<file path="config.mk">
export PLATFORM = sky130hd
export DESIGN_NAME = fp_add_sub
export DESIGN_NICKNAME = d
export VERILOG_FILES = /design/src/rtl/fp_add_sub.sv
export SDC_FILE = /design/constraint.sdc
export NUM_CORES = 1
export LEC_CHECK = 0
export CORE_MARGIN = 2
export CORE_UTILIZATION = 45
export CTS_CLUSTER_DIAMETER = 50
export DETAILED_ROUTE_END_ITERATION = 8
export GPL_TIMING_DRIVEN = 0
export PLACE_DENSITY = 0.63
export SKIP_LAST_GASP = 1
export SLEW_MARGIN = 5
export SYNTH_ARGS = -nofsm -noshare
export SYNTH_HDL_FRONTEND = slang
export SYNTH_SLANG_ARGS = --single-unit
</file>
<file path="constraint.sdc">
create_clock -name clk -period 20.1 [get_ports clk]
set_input_delay 3.015 -clock clk [delete_from_list [all_inputs] [get_ports clk]]
set_output_delay 3.015 -clock clk [all_outputs]
set_load 0.03 [all_outputs]
</file>
<file path="src/rtl/fp_add_sub.sv">
// Pipelined IEEE-754 binary32 adder/subtractor with fixed LAT-cycle latency.
// Stages: unpack/align, significand add, normalize, round, then LAT-4 delay registers.
module fp_add_sub #(
  parameter int LAT = 4
) (
  input  logic        clk,
  input  logic        rst,
  input  logic [31:0] a,
  input  logic [31:0] b,
  input  logic        en,
  input  logic        sub,
  output logic [31:0] y
);
  // Issue protocol: en is a fire-and-forget strobe with no ready. The pipeline
  // never stalls, and each stage's valid bit follows the op it carries.
  localparam logic [31:0] QNAN = 32'h7FC0_0000;
  localparam int          DLY  = LAT - 3;

  function automatic logic [4:0] lzc27(input logic [26:0] v);
    logic [4:0] cnt;
    cnt = 5'd0;
    for (int i = 0; i < 27; i++)
      if (v[i]) cnt = 5'(26 - i);
    return cnt;
  endfunction

  // ---------------- S1: unpack, classify, swap, align ----------------
  logic        sa, sb;
  logic [7:0]  ea, eb;
  logic        a_nan, b_nan, a_inf, b_inf, a_zero, b_zero;
  logic [23:0] ma, mb;
  logic        swap;
  logic [7:0]  el, es, ediff;
  logic [23:0] ml, ms;
  logic        sl, ss;
  logic [4:0]  shamt;
  logic [49:0] shifted;
  logic [26:0] al_small;
  logic        c_spec;
  logic [31:0] c_spec_val;

  always_comb begin
    sa     = a[31];
    sb     = b[31] ^ sub;
    ea     = a[30:23];
    eb     = b[30:23];
    a_nan  = (ea == 8'hFF) && (a[22:0] != 23'd0);
    b_nan  = (eb == 8'hFF) && (b[22:0] != 23'd0);
    a_inf  = (ea == 8'hFF) && (a[22:0] == 23'd0);
    b_inf  = (eb == 8'hFF) && (b[22:0] == 23'd0);
    // Subnormals carry exponent 0 and are treated as signed zero.
    a_zero = (ea == 8'd0);
    b_zero = (eb == 8'd0);
    ma     = a_zero ? 24'd0 : {1'b1, a[22:0]};
    mb     = b_zero ? 24'd0 : {1'b1, b[22:0]};
    swap   = {eb, mb} > {ea, ma};
    el     = swap ? eb : ea;
    es     = swap ? ea : eb;
    ml     = swap ? mb : ma;
    ms     = swap ? ma : mb;
    sl     = swap ? sb : sa;
    ss     = swap ? sa : sb;
    ediff  = el - es;
    // Shifts of 26 or more leave nothing above the sticky position.
    shamt    = (ediff > 8'd26) ? 5'd26 : ediff[4:0];
    shifted  = {ms, 26'd0} >> shamt;
    al_small = {shifted[49:24], |shifted[23:0]};

    c_spec     = 1'b1;
    c_spec_val = QNAN;
    if (a_nan || b_nan)                 c_spec_val = QNAN;
    else if (a_inf && b_inf && sa != sb) c_spec_val = QNAN;
    else if (a_inf)                     c_spec_val = {sa, 8'hFF, 23'd0};
    else if (b_inf)                     c_spec_val = {sb, 8'hFF, 23'd0};
    else if (a_zero && b_zero)          c_spec_val = {sa & sb, 31'd0};
    else                                c_spec     = 1'b0;
  end

  logic        v1, spec1, sign1, esub1;
  logic [31:0] specv1;
  logic [7:0]  exp1;
  logic [26:0] big1, small1;

  // ---------------- S2: significand add/subtract ----------------
  logic [27:0] sum_n;
  always_comb begin
    sum_n = esub1 ? ({1'b0, big1} - {1'b0, small1})
                  : ({1'b0, big1} + {1'b0, small1});
  end

  logic        v2, spec2, sign2;
  logic [31:0] specv2;
  logic [7:0]  exp2;
  logic [27:0] sum2;

  // ---------------- S3: normalize ----------------
  logic [4:0]  lz;
  logic [26:0] norm_n;
  logic [9:0]  exp_n;
  logic        zero_n;

  always_comb begin
    lz     = lzc27(sum2[26:0]);
    zero_n = (sum2 == 28'd0);
    if (sum2[27]) begin
      norm_n = {sum2[27:2], sum2[1] | sum2[0]};
      exp_n  = {2'b00, exp2} + 10'd1;
    end else begin
      norm_n = sum2[26:0] << lz;
      exp_n  = {2'b00, exp2} - {5'd0, lz};
    end
  end

  logic        v3, spec3, sign3, zero3;
  logic [31:0] specv3;
  logic [9:0]  exp3;
  logic [26:0] norm3;

  // ---------------- S4: round to nearest even, pack ----------------
  logic        rnd_up;
  logic [24:0] mant25;
  logic [9:0]  exp_r;
  logic [22:0] frac;
  logic [31:0] res_n;

  always_comb begin
    rnd_up = norm3[2] & (norm3[1] | norm3[0] | norm3[3]);
    mant25 = {1'b0, norm3[26:3]} + {24'd0, rnd_up};
    exp_r  = mant25[24] ? exp3 + 10'd1 : exp3;
    frac   = mant25[24] ? mant25[23:1] : mant25[22:0];
    // exp_r is two's complement; bit 9 set means the result underflowed.
    if (spec3)                                  res_n = specv3;
    else if (zero3 || exp_r[9] || exp_r == 10'd0) res_n = 32'd0;
    else if (exp_r >= 10'd255)                  res_n = {sign3, 8'hFF, 23'd0};
    else                                        res_n = {sign3, exp_r[7:0], frac};
  end

  logic        rv [DLY];
  logic [31:0] rd [DLY];

  always_ff @(posedge clk or posedge rst) begin
    if (rst) begin
      v1 <= 1'b0; spec1 <= 1'b0; sign1 <= 1'b0; esub1 <= 1'b0;
      specv1 <= 32'd0; exp1 <= 8'd0; big1 <= 27'd0; small1 <= 27'd0;
      v2 <= 1'b0; spec2 <= 1'b0; sign2 <= 1'b0;
      specv2 <= 32'd0; exp2 <= 8'd0; sum2 <= 28'd0;
      v3 <= 1'b0; spec3 <= 1'b0; sign3 <= 1'b0; zero3 <= 1'b0;
      specv3 <= 32'd0; exp3 <= 10'd0; norm3 <= 27'd0;
      for (int i = 0; i < DLY; i++) begin
        rv[i] <= 1'b0;
        rd[i] <= 32'd0;
      end
      y <= 32'd0;
    end else begin
      v1     <= en;
      spec1  <= c_spec;
      specv1 <= c_spec_val;
      sign1  <= sl;
      esub1  <= sl ^ ss;
      exp1   <= el;
      big1   <= {ml, 3'b000};
      small1 <= al_small;

      v2     <= v1;
      spec2  <= spec1;
      specv2 <= specv1;
      sign2  <= sign1;
      exp2   <= exp1;
      sum2   <= sum_n;

      v3     <= v2;
      spec3  <= spec2;
      specv3 <= specv2;
      sign3  <= sign2;
      zero3  <= zero_n;
      exp3   <= exp_n;
      norm3  <= norm_n;

      rv[0] <= v3;
      rd[0] <= res_n;
      for (int i = 1; i < DLY; i++) begin
        rv[i] <= rv[i-1];
        rd[i] <= rd[i-1];
      end
      if (rv[DLY-1]) y <= rd[DLY-1];
    end
  end

endmodule

</file>
==> out/metrics.cfg, run 1 <==
[run_status]
outcome = finished, final reports clean

[yosys]
synth_sequential_area_ratio_pct = 34.73
asyncSetResetFlopFracSynth_pct = 100.0
ys_ff_latch = 217
edff_count_synth = 0
synthFlopType = sky130_fd_sc_hd__dfrtp_1
post_synth_instance_area_sq_um = 15630
ys.warnings.count = 0
syn_avg_cell_area_sq_um = 8.600
cell_variety_after_synth = 93
syn_nets = 1980
synthCells = 1818

[clock_network]
cts-root-to-sink-buffers = 3
cts.htree.levels = 1
tritoncts = built
postCtsSetupBuffers = 0
clk_transition_reported_paths_ps = 60
hold_buffer_count_at_cts = 0
postcts_resize_cnt = 0
clkLatencyLatePin_ps = 550
cts_root_buf = sky130_fd_sc_hd__clkbuf_16
numCtsBuffers = 28
tritoncts_num_sinks = 217

[critical_path]
worst_ep_required_time_ps = 20490
path_common_cell = sky130_fd_sc_hd__buf_1
largest_driver_fanout_on_the_critical_path = 10
critPathArrivalTime_ps = 13600
start_kind = input pin
critical-path-slowest-cell = sky130_fd_sc_hd__nor4_1
critical_path_class = in -> reg
critical-path-max-stage-delay_ps = 850
endpoint_kind = flop

[global_routing]
grt_first_pass_wirelength_mm = 77.67
gr-total-overflow = 0
grt_antenna_before_repair = 0
grt_start_max_net_pins = 89
grt_util_all_layers_pct = 27.32
vias_in_the_first_global_route = 14410

[final_layout]
antenna_cells = 0
final.fill_count = 3259
fin_nets = 2111
layout-area-overhead-vs-synth_pct = 16.50
proportion_of_layout_cells_with_a_drive_suffix_above_1_pct = 8.087
fin_util_pct = 52.99

[floorplan]
dieArea_sq_um = 36250
die_height_um = 190.4
initial_core_util_pct = 45.49
core_area_sq_um = 34370
pin_count = 100
die_w_um = 190.4
floorplan_row_count = 68

[timing]
max_freq_mhz = 75.69
setup-tns-final_ps = 0
post-route-period-util_pct = 65.73
final_period_minus_worst_setup_slack_ps = 13210
fin_worst_skew_ps = 10.92
final_count_of_pins_violating_max_slew = 0
relSlewSlack_pct = 35.29
rsz0062_at_grt = false
worstMarginPinSlew_ps = 960.5
final-setup-viol-count = 0
final_hold_viol_count = 0

[placement]
place_hpwl_mm = 40.07
place.gp.congestion = 0.9791
port_buffers = 99

[drt]
vias = 14380
drt-initial-drc-count = 1038
drt-total-wl_mm = 49.46
drt_pass_1_iters = 6
detail_route.vias_per_cell = 5.941
antenna_violation_net_count_after_detailed_routing = 0
detail_route.drc_violations = 0
avg_wl_per_cell_um = 20.43

[pwr]
static-leakage-power_nw = 7.644
vdd.ir_drop.worst_mv = 0.08071
power.density_nw_per_um2 = 110.6

[min_path]
hp-class = reg -> reg

[run]
drv_cap = 0

## cells in the mapped netlist, types with 28 or more instances
master,n,area share [%]
sky130_fd_sc_hd__xnor2_1,41,2.3
sky130_fd_sc_hd__nor2_1,150,3.6
sky130_fd_sc_hd__nand3_1,62,2.0
sky130_fd_sc_hd__and2_1,29,1.2
sky130_fd_sc_hd__clkbuf_1,59,1.4
sky130_fd_sc_hd__nand2_1,173,4.2
sky130_fd_sc_hd__ha_1,92,7.4
sky130_fd_sc_hd__dfrtp_1,217,35
sky130_fd_sc_hd__a211oi_1,28,1.3
sky130_fd_sc_hd__a21oi_1,119,3.8
sky130_fd_sc_hd__nor3_1,38,1.2
sky130_fd_sc_hd__mux2_2,59,4.2
sky130_fd_sc_hd__mux2i_1,59,3.8
sky130_fd_sc_hd__nor4_1,31,1.2
sky130_fd_sc_hd__inv_1,91,2.2
sky130_fd_sc_hd__o21ai_0,139,4.4
## worst max-delay path, delay by kind of cell
family	cells	cell delay (ps)
muxes	2	690
adders and majority gates	2	520
AOI/OAI and AO/OA	7	1560
and+or+nand+nor	14	3910
buffers and inverters	8	3870
## layout make-up
type                    count  area, sq um  share of cell area, %
plain buffers              95        399.1                  2.191
clock buffers              31        732.0                  4.018
clock inverters            16        225.2                  1.236
inverters                  94        360.3                  1.978
multi-input cells        1412         9453                  51.90
flip-flops and latches    217         5430                  29.81
well taps                 455        569.3                  3.125
repair buffers            101         1046                  5.743
## state kept, by name, summed over array words and instances, names as in the netlist, 3 cells and up
signal,count
small1,27
sum2,28
specv3,3
specv2,3
big1,24
norm3,27
exp2,8
rd,32
exp1,8
y,32
exp3,10
specv1,3
## worst paths after layout
path                       startpoint         end  slack [ps]  depth (start not counted)
hold / removal                exp1[1]     exp2[1]         340                          0
min in group asynchronous         rst  specv3[22]        2890                          2
setup reg to reg              sum2[1]   norm3[19]       15140                         16
hold reg to reg               exp1[1]     exp2[1]         340                          0
max in group asynchronous         rst    norm3[0]       16440                          3
setup / recovery                a[24]   small1[0]        6890                         33
## metrics by stage
| stage | hold slack (ps) | cells | cell area [sq um] | power (mW) | worst slack, ps |
|---|---|---|---|---|---|
| final | 344.6 | 2421 | 18220 | 2.015 | 6889 |
| after global placement | 335.0 | 2372 | 17200 | 1.495 | 6550 |
| after detailed placement | 334.7 | 2374 | 17260 | 1.502 | 6552 |
| after CTS | 345.5 | 2421 | 18220 | 2.017 | 7098 |
| after global routing | 348.1 | 2421 | 18220 | 2.135 | 6602 |
| after floorplan | 331.2 | 1818 | 15640 | 1.218 | 10220 |
## layer usage
metal	part of all wire, %	wire, um	global-route usage (%)
met2	50	24960	51.02
met1	39	19150	29.70
met4	6.6	3265	16.91
met5	0	0	0
met3	4.2	2076	2.484
## kinds of logic (layout without fill, tap and decap cells)
group,after synthesis,in the layout,synth area share (%)
simple gates,615,615,19.24
compound gates,518,518,21.74
flops,217,217,34.73
buf+inv,189,337,4.810
mux,119,119,8.171
fa+ha+maj,94,94,7.618
xor+xnor,66,66,3.697
## where the power goes
group / switching [mW] / internal, mW
clock network: 0.190 / 0.315
registers: 0.0976 / 0.564
logic: 0.509 / 0.340
total: 0.797 / 1.22
## placed cells by master (no fill, tap or decap), drive strengths merged, types with 21 or more instances in the layout
cell type        n
and2            31
o31ai           27
o211ai          26
and3            21
mux2            59
nand3           63
o21ai          144
nand4           21
nor3            40
a211oi          29
clkdlybuf4s50   99
nand2b          24
mux2i           59
nor2           152
ha              92
clkbuf          90
a21oi          120
dfrtp          217
inv             98
xnor2           41
nor4            31
xor2            25
nand2          173
buf             38
Note: power is estimated with default switching activity, not from simulation.
==> inputs of run 2 (changes only) <==
- PLACE_DENSITY: 0.63 -> 0.66
- clock period: 20.1 -> 10.7 ns (I/O delays scaled with it)
==> out/metrics.cfg, run 2 (synthesized netlist as in run 1, its figures left out) <==
[run_status]
outcome = finished, final reports clean  ; unchanged

[final_layout]
proportion_of_layout_cells_with_a_drive_suffix_above_1_pct = 8.616  ; was 8.087%
final.fill_count = 3223  ; was 3259
layout-area-overhead-vs-synth_pct = 17.04  ; was 16.50%
fin_util_pct = 53.24  ; was 52.99%
fin_nets = 2111  ; unchanged
antenna_cells = 0  ; unchanged
post_layout_nonfiller_instances = 2428  ; was 2421
layout_common_cells = sky130_fd_sc_hd__dfrtp_1 (217), sky130_fd_sc_hd__nand2_1 (173), sky130_fd_sc_hd__nor2_1 (150)  ; unchanged
largestRegisters = rd x32, y x32, sum2 x28  ; unchanged
most_common_cell_after_layout_fill_and_taps_aside = sky130_fd_sc_hd__dfrtp_1  ; unchanged

[critical_path]
critPathArrivalTime_ps = 10640  ; was 13600 ps
start_kind = input pin  ; unchanged
endpoint_kind = flop  ; unchanged
critical-path-slowest-cell = sky130_fd_sc_hd__nor4_2  ; was sky130_fd_sc_hd__nor4_1
critical_path_class = in -> reg  ; unchanged
worst_ep_required_time_ps = 11120  ; was 20490 ps
path_common_cell = sky130_fd_sc_hd__nor4_1  ; was sky130_fd_sc_hd__buf_1
critical-path-max-stage-delay_ps = 550  ; was 850 ps
largest_driver_fanout_on_the_critical_path = 19  ; was 10

[timing]
relSlewSlack_pct = 35.39  ; was 35.29%
rsz0062_at_grt = false  ; unchanged
final_period_minus_worst_setup_slack_ps = 10220
fin_ws_ps = 476.7  ; was 6889 ps
max_freq_mhz = 97.82
final_hold_viol_count = 0  ; unchanged
fin_worst_skew_ps = 19.21  ; was 10.92 ps
setup-tns-final_ps = 0  ; unchanged
final-setup-viol-count = 0  ; unchanged
worstMarginPinSlew_ps = 958.9  ; was 960.5 ps
post-route-period-util_pct = 95.55
final_count_of_pins_violating_max_slew = 0  ; unchanged
whs_ps = 346.7  ; was 344.6 ps

[drt]
detail_route.vias_per_cell = 5.923  ; was 5.941
drt_pass_1_iters = 6  ; unchanged
drt-total-wl_mm = 50.76  ; was 49.46 mm
drt-initial-drc-count = 1085  ; was 1038
detail_route.drc_violations = 0  ; unchanged
antenna_violation_net_count_after_detailed_routing = 0  ; unchanged
avg_wl_per_cell_um = 20.90  ; was 20.43 um
vias = 14380  ; about the same

[clock_network]
cts_root_buf = sky130_fd_sc_hd__clkbuf_16  ; unchanged
tritoncts_num_sinks = 217  ; unchanged
tritoncts = built  ; unchanged
hold_buffer_count_at_cts = 0  ; unchanged
cts-root-to-sink-buffers = 3  ; unchanged
numCtsBuffers = 30  ; was 28
cts.htree.levels = 1  ; unchanged
clk_transition_reported_paths_ps = 60  ; about the same
clkLatencyLatePin_ps = 560  ; was 550 ps

[global_routing]
grt_util_all_layers_pct = 27.85  ; was 27.32%
vias_in_the_first_global_route = 14440  ; was 14410
gr-total-overflow = 0  ; unchanged
grt_first_pass_wirelength_mm = 78.55  ; was 77.67 mm
grt_antenna_before_repair = 1  ; was 0
grt_start_max_net_pins = 115  ; was 89

[placement]
preCtsSetupSlack_ps = -1512  ; was 6552 ps
place_hpwl_mm = 40.68  ; was 40.07 mm
port_buffers = 99  ; unchanged
dp.cells = 2373  ; was 2374
place.gp.congestion = 0.9878  ; was 0.9791

[floorplan]
core_area_sq_um = 34370  ; unchanged
dieArea_sq_um = 36250  ; unchanged
initial_core_util_pct = 45.49  ; unchanged
die_w_um = 190.4  ; unchanged
floorplan_row_count = 68  ; unchanged
pin_count = 100  ; unchanged
die_height_um = 190.4  ; unchanged

[pwr]
static-leakage-power_nw = 7.685  ; was 7.644 nW
power.density_nw_per_um2 = 210.6  ; was 110.6 nW/um^2
vdd.ir_drop.worst_mv = 0.1668  ; was 0.08071 mV

[min_path]
hp-class = reg -> reg  ; unchanged

[run]
drv_cap = 0  ; unchanged

[run 2: changes by cell type in the layout (fill, tap and decap cells not counted), moves of 2 or more]
cell | before | now
sky130_fd_sc_hd__buf_1 | 17 | 13
sky130_fd_sc_hd__clkbuf_2 | 0 | 3
sky130_fd_sc_hd__clkbuf_16 | 28 | 30
sky130_fd_sc_hd__clkinvlp_4 | 2 | 4
sky130_fd_sc_hd__inv_8 | 2 | 4
[run 2: path summary, 6_finish.rpt]
check                      startpoint        end  slack [ps]  depth (start not counted)
min in group asynchronous         rst    exp1[7]        1600                          2
max in group asynchronous         rst      rd[3]        8160                          3
max reg2reg                   sum2[2]    exp3[8]        5640                         22
max                             b[24]  small1[0]         480                         32
min                           exp1[5]    exp2[5]         350                          0
min reg2reg                   exp1[5]    exp2[5]         350                          0
[run 2: area by class of cell]
cell class | count | area [sq um] | area share (%)
Clock inverter | 21 | 257.7 | 1.409
Clock buffer | 35 | 789.5 | 4.315
Multi-Input combinational cell | 1412 | 9470 | 51.75
Inverter | 94 | 360.3 | 1.969
Buffer | 94 | 402.9 | 2.202
Timing Repair Buffer | 100 | 1018 | 5.566
Sequential cell | 217 | 5430 | 29.68
Tap cell | 455 | 569.3 | 3.111
[run 2: worst max-delay path: cells and delay by family]
family	cells	cell delay (ps)
adders and majority gates	2	540
buffers and inverters	7	2360
AOI/OAI and AO/OA	8	1960
and+or+nand+nor	13	3600
muxes	2	540
[run 2: where the power goes]
| part | total (mW) | internal [mW] | switching, mW |
|---|---|---|---|
| combinational | 1.60 | 0.638 | 0.964 |
| sequential | 1.25 | 1.06 | 0.187 |
| clock | 1.01 | 0.615 | 0.391 |
[run 2: metal layers]
metal	global-route usage (%)	vias to the layer above	wire length, um
met5	0	-	0
met4	15.21	0	2911
met3	3.018	153	2108
met2	52.53	498	26020
met1	30.33	6850	19720
li1	-	6881	-
[run 2: timing repair]
item,CTS,global route
resized for setup,3,6
endpoints found under the setup margin,27,1
setup buffers,0,0
endpoints found under the hold margin,0,0
cloned,0,0
pin swaps,0,0
[run 2: per-stage QoR]
step                area, sq um  power, mW
floorplan                 15640      2.288
global placement          17200      2.812
detailed placement        17230      2.827
CTS                       18280      3.851
global route              18300      4.068
finish                    18300      3.853
==> inputs of run 3 (changes only) <==
- CORE_UTILIZATION: 45 -> 50
- PLACE_DENSITY: 0.66 -> 0.72
==> out/metrics.cfg, run 3 (synthesized netlist as in run 1, its figures left out) <==
[timing]
final_period_minus_worst_setup_slack_ps = 10130  ; was 10220 ps
final_hold_viol_count = 0  ; unchanged
final-setup-viol-count = 0  ; unchanged
post-route-period-util_pct = 94.67  ; was 95.55%
setup-tns-final_ps = 0  ; unchanged
final_count_of_pins_violating_max_slew = 0  ; unchanged
rsz0062_at_grt = false  ; unchanged
relSlewSlack_pct = 28.22  ; was 35.39%
fin_worst_skew_ps = 12.39  ; was 19.21 ps
max_freq_mhz = 98.72  ; was 97.82 MHz
worstMarginPinSlew_ps = 1065  ; was 958.9 ps
whs_ps = 346.8  ; was 346.7 ps

[critical_path]
critPathArrivalTime_ps = 10520  ; was 10640 ps
timing.critical_path.depth = 30  ; was 32
critical_path_class = in -> reg  ; unchanged
cp_delay_by_family_top = simple AND/OR/NAND/NOR gates  ; unchanged
critical-path-slowest-cell = sky130_fd_sc_hd__nor2_1  ; was sky130_fd_sc_hd__nor4_2
critical-path-max-stage-delay_ps = 680  ; was 550 ps
reg2regPathDepth = 17  ; was 22
worst_ep_required_time_ps = 11090  ; was 11120 ps
start_kind = input pin  ; unchanged
endpoint_kind = flop  ; unchanged
largest_driver_fanout_on_the_critical_path = 19  ; unchanged
critical_path_buf_inv_count = 6  ; was 7

[drt]
vias = 14580  ; was 14380
drt-total-wl_mm = 50.50  ; was 50.76 mm
detail_route.vias_per_cell = 6.179  ; was 5.923
drt_pass_1_iters = 6  ; unchanged
drt-initial-drc-count = 1088  ; was 1085
detail_route.drc_violations = 0  ; unchanged
antenna_violation_net_count_after_detailed_routing = 0  ; unchanged
avg_wl_per_cell_um = 21.40  ; was 20.90 um

[final_layout]
fin_util_pct = 59.07  ; was 53.24%
proportion_of_layout_cells_with_a_drive_suffix_above_1_pct = 8.147  ; was 8.616%
most_common_cell_after_layout_fill_and_taps_aside = sky130_fd_sc_hd__dfrtp_1  ; unchanged
layout_common_cells = sky130_fd_sc_hd__dfrtp_1 (217), sky130_fd_sc_hd__nand2_1 (173), sky130_fd_sc_hd__nor2_1 (150)  ; unchanged
finalInstanceArea_sq_um = 18120  ; was 18300 sq um
fin_nets = 2106  ; was 2111
layout-area-overhead-vs-synth_pct = 15.88  ; was 17.04%
largestRegisters = rd x32, y x32, sum2 x28  ; unchanged
final.fill_count = 2743  ; was 3223
antenna_cells = 0  ; unchanged

[global_routing]
grt_antenna_before_repair = 0  ; was 1
grt_start_max_net_pins = 110  ; was 115
vias_in_the_first_global_route = 14470  ; was 14440
gr-total-overflow = 0  ; unchanged
grt_util_all_layers_pct = 30.21  ; was 27.85%
grt_first_pass_wirelength_mm = 78.34  ; was 78.55 mm

[floorplan]
dieArea_sq_um = 32700  ; was 36250 sq um
initial_core_util_pct = 50.98  ; was 45.49%
pin_count = 100  ; unchanged
die_height_um = 180.8  ; was 190.4 um
core_area_sq_um = 30670  ; was 34370 sq um
floorplan_row_count = 64  ; was 68
die_w_um = 180.8  ; was 190.4 um

[placement]
place_hpwl_mm = 40.50  ; was 40.68 mm
port_buffers = 99  ; unchanged
placement.cell_area_sq_um = 17160  ; was 17230 sq um
place.gp.congestion = 1.007  ; was 0.9878

[pwr]
static-leakage-power_nw = 7.649  ; was 7.685 nW
share_clk_of_total_power_pct = 24.9  ; was 26.1%
power.density_nw_per_um2 = 208.8  ; was 210.6 nW/um^2
netSwitchingPower_mw = 1.503  ; was 1.542 mW
vdd.ir_drop.worst_mv = 0.1131  ; was 0.1668 mV
sw_frac_of_total_pct = 39.75  ; was 40.02%
reg_power_share_pct = 32.9  ; was 32.3%
internal_power_component_mw = 2.279  ; was 2.311 mW
share_comb_of_total_power_pct = 42.3  ; was 41.6%

[clock_network]
hold_buffer_count_at_cts = 0  ; unchanged
cts.htree.levels = 1  ; unchanged
tritoncts = built  ; unchanged
clk_transition_reported_paths_ps = 60  ; about the same
cts-root-to-sink-buffers = 3  ; unchanged
cts_root_buf = sky130_fd_sc_hd__clkbuf_16  ; unchanged
tritoncts_num_sinks = 217  ; unchanged
postCtsSetupBuffers = 0  ; unchanged
numCtsBuffers = 26  ; was 30
clkLatencyLatePin_ps = 540  ; was 560 ps

[min_path]
hp-class = reg -> reg  ; unchanged
worstHoldPathCells = 0  ; unchanged

[run_status]
outcome = finished, final reports clean  ; unchanged

[run]
drv_cap = 0  ; unchanged

## run 3: cell types whose count changed in the layout (fill, tap and decap cells not counted), sizes merged
| cell | before | now |
|---|---|---|
| clkinv | 8 | 6 |
| inv | 100 | 97 |
| clkinvlp | 4 | 1 |
| bufinv | 3 | 4 |
| clkbuf | 96 | 94 |
## run 3: what timing repair did
action	4_1_cts	5_1_grt
endpoints found under the setup margin	27	12
endpoints found under the hold margin	0	0
gates resized for setup	4	5
gates cloned	0	0
## run 3: metal layers
| layer | routed length (um) | global-route usage [%] | up-vias |
|---|---|---|---|
| met3 | 2531 | 2.641 | 180 |
| li1 | - | - | 6850 |
| met4 | 3626 | 19.84 | 0 |
| met2 | 25330 | 55.27 | 599 |
| met5 | 0 | 0 | - |
| met1 | 19020 | 33.37 | 6954 |
## run 3: final timing paths
path / from / to / slack (ps)
min: v2 / v3 / 350
max reg2reg: sum2[4] / norm3[20] / 5570
min reg2reg: v2 / v3 / 350
min in group asynchronous: rst / exp2[6] / 1600
max in group asynchronous: rst / big1[9] / 8120
max: b[24] / small1[0] / 570
## run 3: final cells by class
type                       instances  area, sq um  area share [%]
inverter                          94        360.3           1.989
clock inverter                    14        209.0           1.153
multi-input combinational       1412         9474           52.29
timing repair buffer             100         1018           5.622
buffer                            93        399.1           2.203
tap                              396        495.5           2.735
clock buffer                      34        730.7           4.033
sequential                       217         5430           29.97
## run 3: power groups by stage
stage                     sequential (mW)  clock, mW  combinational (mW)
after floorplan                      1.32          0               0.972
after global placement               1.25          0                1.56
after detailed placement             1.26          0                1.57
after CTS                            1.24      0.954                1.58
after global routing                 1.28      0.989                1.72
final                                1.24      0.940                1.60
## run 3: per-stage QoR
stage	worst slack, ps	total power, mW	instances
after CTS	106.2	3.773	2361
final	570.4	3.783	2360
after floorplan	2234	2.288	1818
after detailed placement	-1758	2.823	2314
after global placement	-1775	2.805	2313
after global routing	112.2	3.991	2360
